<file path="src/rtl/jtag_shift_master.sv">
// JTAG master: converts TAP_RESET / SHIFT_IR / SHIFT_DR / IDLE commands into
// TCK/TMS/TDI/TRST waveforms and returns the captured TDO bits as one response.
module jtag_shift_master #(
  parameter int CLK_DIV = 4,
  parameter int MAX_LEN = 64
) (
  input  logic               clk_i,
  input  logic               rst_i,
  input  logic               cmd_valid_i,
  output logic               cmd_ready_o,
  input  logic [1:0]         cmd_op_i,
  input  logic [6:0]         cmd_len_i,
  input  logic [MAX_LEN-1:0] cmd_tdi_i,
  output logic               rsp_valid_o,
  input  logic               rsp_ready_i,
  output logic [MAX_LEN-1:0] rsp_tdo_o,
  output logic               rsp_err_o,
  output logic               jtag_tck_o,
  output logic               jtag_tms_o,
  output logic               jtag_tdi_o,
  output logic               jtag_trst_no,
  input  logic               jtag_tdo_i
);
  localparam int IDXW = (MAX_LEN > 1) ? $clog2(MAX_LEN) : 1;
  localparam int DIVW = (CLK_DIV > 1) ? $clog2(CLK_DIV) : 1;
  localparam logic [DIVW-1:0] DIV_LAST   = DIVW'(CLK_DIV - 1);
  localparam logic [7:0]      MAX_LEN_U8 = 8'(MAX_LEN);

  localparam logic [1:0] OP_RESET = 2'b00;
  localparam logic [1:0] OP_IR    = 2'b01;
  localparam logic [1:0] OP_DR    = 2'b10;

  typedef enum logic [1:0] {ST_IDLE, ST_RUN, ST_RESP} state_e;

  // Number of TCKs before the first shift bit (TAP starts in Run-Test/Idle).
  function automatic logic [7:0] pre_len(input logic [1:0] op);
    case (op)
      OP_IR:   return 8'd4;
      OP_DR:   return 8'd3;
      default: return 8'd0;
    endcase
  endfunction

  function automatic logic [7:0] total_of(input logic [1:0] op, input logic [6:0] len);
    case (op)
      OP_RESET: return 8'd6;
      OP_IR:    return {1'b0, len} + 8'd6;
      OP_DR:    return {1'b0, len} + 8'd5;
      default:  return {1'b0, len};
    endcase
  endfunction

  function automatic logic in_shift(input logic [1:0] op, input logic [6:0] len,
                                    input logic [7:0] step);
    return ((op == OP_IR) || (op == OP_DR)) && (step >= pre_len(op)) &&
           (step < (pre_len(op) + {1'b0, len}));
  endfunction

  // Last shift bit and the following TCK carry TMS=1 (Exit1 -> Update), then 0 (-> Idle).
  function automatic logic tms_of(input logic [1:0] op, input logic [6:0] len,
                                  input logic [7:0] step);
    logic [7:0] last;
    last = pre_len(op) + {1'b0, len} - 8'd1;
    case (op)
      OP_RESET: return step < 8'd5;
      OP_IR:    return (step < 8'd4) ? (step < 8'd2) : ((step == last) || (step == last + 8'd1));
      OP_DR:    return (step < 8'd3) ? (step == 8'd0) : ((step == last) || (step == last + 8'd1));
      default:  return 1'b0;
    endcase
  endfunction

  function automatic logic trst_of(input logic [1:0] op, input logic [7:0] step);
    return !((op == OP_RESET) && (step < 8'd5));
  endfunction

  state_e             state_q, state_d;
  logic [1:0]         op_q, op_d;
  logic [6:0]         len_q, len_d;
  logic [MAX_LEN-1:0] data_in_q, data_in_d;
  logic [MAX_LEN-1:0] data_out_q, data_out_d;
  logic [7:0]         step_q, step_d;
  logic [7:0]         total_q, total_d;
  logic [DIVW-1:0]    div_q, div_d;
  logic               phase_q, phase_d;
  logic               tck_q, tck_d;
  logic               tms_q, tms_d;
  logic               tdi_q, tdi_d;
  logic               trst_n_q, trst_n_d;
  logic               rsp_valid_q, rsp_valid_d;
  logic               rsp_err_q, rsp_err_d;

  logic [7:0]         step_nx;
  logic [IDXW-1:0]    idx_cur, idx_nx;
  logic               cmd_bad;
  logic [7:0]         cmd_total;
  logic               cmd_ready;

  assign cmd_ready    = (state_q == ST_IDLE) && !rsp_valid_q;
  assign cmd_ready_o  = cmd_ready;
  assign rsp_valid_o  = rsp_valid_q;
  assign rsp_tdo_o    = data_out_q;
  assign rsp_err_o    = rsp_err_q;
  assign jtag_tck_o   = tck_q;
  assign jtag_tms_o   = tms_q;
  assign jtag_tdi_o   = tdi_q;
  assign jtag_trst_no = trst_n_q;

  always_comb begin
    state_d     = state_q;
    op_d        = op_q;
    len_d       = len_q;
    data_in_d   = data_in_q;
    data_out_d  = data_out_q;
    step_d      = step_q;
    total_d     = total_q;
    div_d       = div_q;
    phase_d     = phase_q;
    tck_d       = tck_q;
    tms_d       = tms_q;
    tdi_d       = tdi_q;
    trst_n_d    = trst_n_q;
    rsp_valid_d = rsp_valid_q;
    rsp_err_d   = rsp_err_q;

    step_nx   = step_q + 8'd1;
    idx_cur   = IDXW'(step_q - pre_len(op_q));
    idx_nx    = IDXW'(step_nx - pre_len(op_q));
    cmd_bad   = ((cmd_op_i == OP_IR) || (cmd_op_i == OP_DR)) &&
                ((cmd_len_i == 7'd0) || ({1'b0, cmd_len_i} > MAX_LEN_U8));
    cmd_total = total_of(cmd_op_i, cmd_len_i);

    case (state_q)
      ST_IDLE: begin
        if (cmd_valid_i && cmd_ready) begin
          op_d       = cmd_op_i;
          len_d      = cmd_len_i;
          data_in_d  = cmd_tdi_i;
          data_out_d = '0;
          rsp_err_d  = 1'b0;
          step_d     = 8'd0;
          total_d    = cmd_total;
          div_d      = '0;
          phase_d    = 1'b0;
          if (cmd_bad) begin
            rsp_err_d   = 1'b1;
            rsp_valid_d = 1'b1;
            state_d     = ST_RESP;
          end else if (cmd_total == 8'd0) begin
            rsp_valid_d = 1'b1;
            state_d     = ST_RESP;
          end else begin
            // This edge opens the first low phase, so drive step 0 now.
            tms_d    = tms_of(cmd_op_i, cmd_len_i, 8'd0);
            tdi_d    = 1'b0;
            trst_n_d = trst_of(cmd_op_i, 8'd0);
            state_d  = ST_RUN;
          end
        end
      end
      ST_RUN: begin
        if (div_q == DIV_LAST) begin
          div_d = '0;
          if (!phase_q) begin
            phase_d = 1'b1;
            tck_d   = 1'b1;
            if (in_shift(op_q, len_q, step_q)) data_out_d[idx_cur] = jtag_tdo_i;
          end else begin
            phase_d = 1'b0;
            tck_d   = 1'b0;
            if (step_q == total_q - 8'd1) begin
              tdi_d       = 1'b0;
              trst_n_d    = 1'b1;
              rsp_valid_d = 1'b1;
              state_d     = ST_RESP;
            end else begin
              step_d   = step_nx;
              tms_d    = tms_of(op_q, len_q, step_nx);
              tdi_d    = in_shift(op_q, len_q, step_nx) ? data_in_q[idx_nx] : 1'b0;
              trst_n_d = trst_of(op_q, step_nx);
            end
          end
        end else begin
          div_d = div_q + 1'b1;
        end
      end
      ST_RESP: begin
        if (rsp_ready_i) begin
          rsp_valid_d = 1'b0;
          state_d     = ST_IDLE;
        end
      end
      default: state_d = ST_IDLE;
    endcase
  end

  always_ff @(posedge clk_i or posedge rst_i) begin
    if (rst_i) begin
      state_q     <= ST_IDLE;
      op_q        <= 2'b00;
      len_q       <= 7'd0;
      data_in_q   <= '0;
      data_out_q  <= '0;
      step_q      <= 8'd0;
      total_q     <= 8'd0;
      div_q       <= '0;
      phase_q     <= 1'b0;
      tck_q       <= 1'b0;
      tms_q       <= 1'b1;
      tdi_q       <= 1'b0;
      trst_n_q    <= 1'b1;
      rsp_valid_q <= 1'b0;
      rsp_err_q   <= 1'b0;
    end else begin
      state_q     <= state_d;
      op_q        <= op_d;
      len_q       <= len_d;
      data_in_q   <= data_in_d;
      data_out_q  <= data_out_d;
      step_q      <= step_d;
      total_q     <= total_d;
      div_q       <= div_d;
      phase_q     <= phase_d;
      tck_q       <= tck_d;
      tms_q       <= tms_d;
      tdi_q       <= tdi_d;
      trst_n_q    <= trst_n_d;
      rsp_valid_q <= rsp_valid_d;
      rsp_err_q   <= rsp_err_d;
    end
  end
endmodule
</file>
<file path="config.mk">
export PLATFORM = sky130hd
export DESIGN_NAME = jtag_shift_master
export DESIGN_NICKNAME = d
export VERILOG_FILES = /design/src/rtl/jtag_shift_master.sv
export SDC_FILE = /design/constraint.sdc
export NUM_CORES = 1
export LEC_CHECK = 0
export ABC_AREA = 1
export CORE_MARGIN = 10
export CORE_UTILIZATION = 60
export DETAILED_ROUTE_END_ITERATION = 12
export GPL_ROUTABILITY_DRIVEN = 0
export PLACE_DENSITY = 0.95
export SETUP_SLACK_MARGIN = 0.4
export SYNTH_ARGS = -nofsm -noshare
export SYNTH_HDL_FRONTEND = slang
export SYNTH_SLANG_ARGS = --single-unit
</file>
<file path="constraint.sdc">
create_clock -name clk_i -period 9.4 [get_ports clk_i]
set_input_delay 2.35 -clock clk_i [delete_from_list [all_inputs] [get_ports clk_i]]
set_output_delay 2.35 -clock clk_i [all_outputs]
set_load 0.005 [all_outputs]
</file>
Word-level counts from Yosys, hierarchy flattened
Cells that the tools add are included.
{"block": "word_totals", "in_bits": 78, "regBits": 164, "output_inout_bits": 71, "word_cells": 168}
{"block": "classes", "magnitude_cmp": 12, "n_mux": 74, "n_addsub": 11, "reduce_logical": 35, "eq_ne": 21}
{"operator": "two-way mux 64 bit", "n": 4}
{"operator": "case mux 64 bit (2 select lines)", "n": 1}
{"operator": "two-way mux 8 bit", "n": 11}
{"operator": "bitwise mux 64 bit", "n": 1}
{"operator": "two-way mux 1 bit", "n": 35}
{"operator": "equality test 8 bit", "n": 3}
{"operator": "case mux 8 bit (3 select lines)", "n": 1}
{"operator": "two-way mux 2 bit", "n": 9}
{"operator": "inequality test 2 bit (second input constant)", "n": 9}
{"operator": "adder 7 x 3 -> 8 bit (second input constant)", "n": 2}
{"operator": "adder 8 x 1 -> 8 bit (second input constant)", "n": 2}
{"operator": "adder 8 x 7 -> 8 bit", "n": 2}
{"operator": "greater-or-equal comparator 8 bit", "n": 2}
{"operator": "logical NOT 8 bit", "n": 2}
{"operator": "less-than comparator 8 x 2 -> 1 bit (second input constant)", "n": 2}
{"operator": "less-than comparator 8 x 3 -> 1 bit (second input constant)", "n": 2}
{"operator": "less-than comparator 8 bit", "n": 2}
{"operator": "case mux 8 bit (2 select lines)", "n": 1}
{"operator": "subtractor 8 x 1 -> 8 bit (second input constant)", "n": 2}
{"operator": "AND reduction 5 bit", "n": 3}
{"operator": "less-than comparator 6 x 7 -> 1 bit (second input constant)", "n": 2}
{"operator": "AND reduction 7 bit", "n": 2}
{"operator": "subtractor 6 bit", "n": 2}
{"operator": "logical AND 1 bit", "n": 9}
{"operator": "other kinds (24)", "n": 42}

Longest topological paths before layout
{"block": "logic_depth", "word_depth": 17, "mapped_depth": 28, "ltp_nobuf": 28}

Least setup slack after synthesis
OpenSTA, ideal clock, no wires.
{"block": "synth_path", "kind": "input -> register", "start": "in cmd_op_i[0]", "end": "reg tdi_q (netlist: jtag_tdi_o)", "path_buffers": 0, "setup_slack_ns": 5.535, "required_time_ns": 9.284, "t_arrival_ns": 3.749, "stages": 15, "setup_time_ns": 0.116, "path_cell_list": "ha_1 inv_1 nand2_1 a21oi_1 nand2_1 o21ai_0 nand3_1 nor3_1 nand4_1 nand2_1 nand2_1 nand2_1 nor2_1 nand2_1 nand2_1"}
{"block": "synth_between", "elab_chain_cells": 5, "elab_cells_between_ends": 10, "classes_between": "eq/ne: 4; mux: 1; reduce/logical: 5"}
{"item": "from (decl)", "line": "11", "text": "input logic [1:0] cmd_op_i,"}
{"item": "equality test 2 bit (tied with other cells)", "line": "45, 128"}
{"item": "case mux 8 bit (3 select lines) or logical OR 1 bit (tied branches)", "line": "45, 128"}
{"item": "logical NOT 8 bit or logical AND 1 bit (tied branches)", "line": "148, 128"}
{"item": "inequality test 2 bit (no line)"}
{"item": "AND reduction 6 bit (no line) *"}
{"item": "to (signal assigned)", "line": "225", "text": "tdi_q <= tdi_d;"}
{"item": "to (decl)", "line": "87", "text": "logic tdi_q, tdi_d;"}
Every way passes the cells marked *; elsewhere a longest branch is shown, timed or not.
A chain may end at the register's enable or synchronous reset.

Final worst setup path
{"block": "layout_path", "start": "reg op_q[0]", "end": "reg data_out_q[36] (netlist: rsp_tdo_o[36])"}
{"block": "layout_between", "elab_chain_cells": 12, "elab_cells_between_ends": 25, "classes_between": "add/sub: 2; order compare: 4; eq/ne: 3; mux: 11; reduce/logical: 5"}
{"item": "from (decl)", "line": "77", "text": "logic [1:0] op_q, op_d;"}
{"item": "from (signal assigned)", "line": "215", "text": "op_q <= op_d;"}
{"item": "equality test 2 bit or equality test 2 x 1 -> 1 bit (tied branches)", "line": "37, 55"}
{"item": "case mux 3 bit (2 select lines)", "line": "37", "text": "case (op)"}
{"item": "subtractor 6 bit", "line": "126", "text": "idx_cur = IDXW'(step_q - pre_len(op_q));"}
{"item": "less-than comparator 6 x 7 -> 1 bit (not written as such) or greater-or-equal comparator 6 x 1 -> 1 bit (tied branches)", "line": "166", "text": "if (in_shift(op_q, len_q, step_q)) data_out_d[idx_cur] = jtag_tdo_i;"}
{"item": "logical AND 1 bit (not written as such)", "line": "166"}
{"item": "two-way mux 1 bit (not written as such)", "line": "166"}
{"item": "demux 1 bit (select 6 bit)", "line": "166"}
{"item": "bitwise mux 64 bit", "line": "166"}
{"item": "two-way mux 64 bit", "line": "166"}
{"item": "two-way mux 64 bit", "line": "163", "text": "if (!phase_q) begin"}
{"item": "two-way mux 64 bit", "line": "161", "text": "if (div_q == DIV_LAST) begin"}
{"item": "case mux 64 bit (2 select lines)", "line": "132", "text": "case (state_q)"}
{"item": "to (signal assigned)", "line": "218", "text": "data_out_q <= data_out_d;"}
{"item": "to (decl)", "line": "80", "text": "logic [MAX_LEN-1:0] data_out_q, data_out_d;"}
Parallel ways exist; a longest one is shown, timed or not. The select of a mux whose other input is x is not followed.

==> results by group <==
STA
  – Setup_tns: 0 ns
  – Final setup viols: 0
  – Final Critical Period: 4.51 ns
  – Fmax: 222 MHz
  – Final Skew: 0.00852 ns
  – Worst Tran Pin Value: 1.32 ns
  – Fin Hold WS: 0.487 ns
  – RSZ-0062 raised after global routing: no
  – Fin crit share: 0.480
  – Pins over their slew limit: 0
  – Final hold violations: 0
  – Rel. slew slack: 0.116

Setup path
  – CP dominant cell by count: nand2_1
  – Crit-path max FO: 40
  – Required @ worst endpoint: 9.71 ns
  – Worst-path cell with the longest stage delay: nor2_1
  – Setup Crit Path Kind: register to register
  – CP delay by family, top: simple AND/OR/NAND/NOR gates
  – Critical path startpoint category: register
  – Crit path DAT: 4.82 ns
  – Slowest Stage Delay on Critical Path: 1.35 ns
  – Critical path buffer and inverter count: 4
  – CP endpoint kind: register
  – Worst path cell trace: inv_1 -> ha_1 -> inv_2 -> nand2_1 -> nand2_1 -> buf_4 -> clkinv_1 -> nor2_1 -> nand2_1 -> nand2_1 -> nand2_1 -> nand2_1 -> o21ai_1

Final layout
  – Design area: 12500 um2
  – Share of cells above drive strength 1: 0.105
  – Final #Nets: 1550
  – Area growth from synthesis to layout: 20.0%
  – Final core occ: 0.729
  – Ant diodes: 0

Power and ir drop
  – Switching Share: 0.229
  – Pleak: 5.97 nW
  – Comb power frac: 0.049
  – Clock network power share: 0.481
  – Max IR drop VDD: 0.147 mV
  – Net Switching: 0.000345 W
  – Sequential Power Share: 0.470
  – Pwr per Cell Area: 120 nW/um2
  – Power Internal: 0.00116 W

Worst hold path
  – Hold crit path type: register to register

Synthesis
  – Post-synth EDFFs: 0
  – Syn. warnings: 0
  – Syn_nets: 1443
  – Register area share after synthesis: 0.395
  – Seq cells post-synth: 164
  – Cell count after synthesis: 1325
  – Synthesized area: 10400 um2
  – Ys flop type: dfrtp_1
  – Mean Syn Cell Area: 7.85 um2
  – Synth cell types: 55
  – Synth async-reset ratio: 1.00

Placed design
  – IO Port Bufs: 148
  – Placed inst area: 11900 um2
  – Hpwl dp: 20800 um

Detailed routing
  – WL final: 30400 um
  – DRC Markers: 0
  – Pre-antenna DRT Iters: 11
  – Via Count: 10100
  – Antenna viol nets, final: 0
  – DR WL/cell: 18.2 um
  – First DRT Iteration DRCs: 980
  – Vias per cell: 6.07

Clock tree
  – Clock buffer depth: 2
  – Hold Buf Count CTS: 0
  – H-tree depth: 4
  – Setup bufs post-CTS: 0
  – Post-CTS Resized: 0
  – CTS buffer count: 17
  – Clk_lat worst skew: 0.43 ns
  – Clock Sinks: 164
  – Clock Pin Slew Worst Setup and Hold Paths: 0.07 ns
  – Clock root cell: clkbuf_16
  – CTS tree: yes

Die
  – Core ar.: 17100 um2
  – Die area: 23000 um2
  – Ports: 149
  – Core Rows: 48
  – Width of the die: 152 um
  – Initial Utilization: 0.607
  – Height of the die: 152 um

Global routing
  – GR Overflow Total: 0
  – Vias in the first global route: 9974
  – GRT Util Overall: 0.267
  – Initial antenna violation count: 0
  – Largest net degree at the start of global routing: 124
  – Global-route wire length before repair: 49700 um

Status
  – Outcome: finished, final reports clean

Flow run
  – Max Cap Viol: 0
final timing paths:
check	from	end	slack (ns)	depth (start not counted)
max	op_q[0]$_DFFE_PP0P_	rsp_tdo_o[36]$_DFFE_PP0P_	4.89	13
min	rsp_tdo_o[52]$_DFFE_PP0P_	rsp_tdo_o[52]$_DFFE_PP0P_	0.49	2
max reg2reg	op_q[0]$_DFFE_PP0P_	rsp_tdo_o[36]$_DFFE_PP0P_	4.89	13
min reg2reg	rsp_tdo_o[52]$_DFFE_PP0P_	rsp_tdo_o[52]$_DFFE_PP0P_	0.49	2
max in group asynchronous	rst_i	len_q[3]$_DFFE_PP0P_	5.38	3
min in group asynchronous	rst_i	rsp_tdo_o[56]$_DFFE_PP0P_	2.43	2
worst min-delay path: stages, from the launching register on:
cell and delay [ns]:
dfrtp_1 0.34, nand2_1 0.05, o21ai_0 0.06
state kept, by name, indices dropped and copies added, names as in the netlist, 2 cells and up:
signal	cells
op_q	2
step_q	8
state_q	2
total_q	8
len_q	7
rsp_tdo_o	64
data_in_q	64
div_q	2
cell type report:
cell class / instances / area (um2)
multi-input combinational: 987 / 5530
fill: 1170 / 4640
sequential: 164 / 4110
timing repair buffer: 157 / 1540
clock buffer: 20 / 467
inverter: 105 / 402
tap: 225 / 282
clock inverter: 12 / 141
layout by cell type, fill, tap and decap left out, types with 3 or more instances in the layout:
cell type,netlist,layout
o221ai_1,3,3
clkbuf_16,0,17
inv_1,96,95
nand3_2,6,6
a31oi_1,5,5
o211ai_1,6,6
nand3_1,46,46
nand4_1,69,69
o21ai_1,53,53
ha_1,39,39
a21oi_1,38,38
nor3_4,5,5
nor2_1,99,98
xnor2_1,5,5
o2111ai_1,4,4
o21ai_0,78,78
buf_4,5,9
o22a_1,7,7
inv_6,0,6
nand2_2,13,13
inv_2,7,7
o22ai_1,11,11
mux2_2,57,57
clkdlybuf4s50_1,0,147
xor2_1,16,16
dfrtp_1,162,162
clkbuf_8,0,3
nor2_2,3,3
nor3_1,12,12
nor3_2,3,3
nand2_1,384,383
routing by layer:
| layer | vias up | wire length, um | part of all wire | GRT usage |
|---|---|---|---|---|
| li1 | 4663 | - | - | - |
| met3 | 144 | 3020 | 0.099 | 0.0734 |
| met4 | 0 | 1250 | 0.041 | 0.122 |
| met1 | 4705 | 11200 | 0.37 | 0.313 |
| met5 | - | 0 | 0 | 0 |
| met2 | 630 | 14900 | 0.49 | 0.447 |
cells by family (layout without fill, tap and decap cells):
family / count (synthesis) / count (layout) / share of synthesized area
xor+xnor: 24 / 24 / 0.0246
fa+ha+maj: 40 / 40 / 0.0489
mux: 57 / 57 / 0.0617
flops: 164 / 164 / 0.395
compound gates: 219 / 219 / 0.119
buf+inv: 174 / 294 / 0.0754
simple gates: 647 / 647 / 0.275
power groups by stage:
stage	Combinational, W	Clock (W)	Sequential, W
floorplan	0.0000270	0	0.000719
global placement	0.0000692	0	0.000719
detailed placement	0.0000715	0	0.000719
CTS	0.0000720	0.000720	0.000706
global route	0.0000801	0.000751	0.000705
finish	0.0000731	0.000723	0.000706
stage by stage:
stage	setup slack, ns	std cells	power (W)
floorplan	2.62	1325	0.000746
global placement	4.84	1638	0.000788
detailed placement	4.72	1638	0.000790
CTS	4.91	1670	0.00150
global route	4.59	1670	0.00154
finish	4.89	1670	0.00150
synth_stat cells, types with 2 or more instances:
library cell,count,area [um2]
nor2_2,3,18.8
xnor2_1,5,43.8
nand3_1,46,230
a31oi_1,5,31.3
a21oi_1,38,190
o221ai_1,3,26.3
clkbuf_1,32,120
xor2_4,2,55.1
buf_6,10,113
nand2_1,384,1440
nor3_1,12,60.1
mux2_2,57,642
dfstp_2,2,52.6
nand2_2,13,81.3
o2111ai_1,4,35.0
o211ai_1,6,45.0
nand4_1,69,432
buf_4,5,37.5
ha_1,39,488
inv_1,96,360
nand3_2,6,60.1
o21ai_1,53,265
xor2_1,16,140
nor4_1,2,12.5
nor3_2,3,30.0
o21ai_0,78,390
buf_2,18,90.1
nor3_4,5,81.3
or2_2,2,12.5
nor2_1,99,372
buf_1,3,11.3
dfrtp_1,162,4050
o22a_1,7,61.3
o22ai_1,11,68.8
a211oi_1,2,15.0
inv_2,7,26.3
o32ai_1,2,17.5
Power figures use the tool's default switching activity.
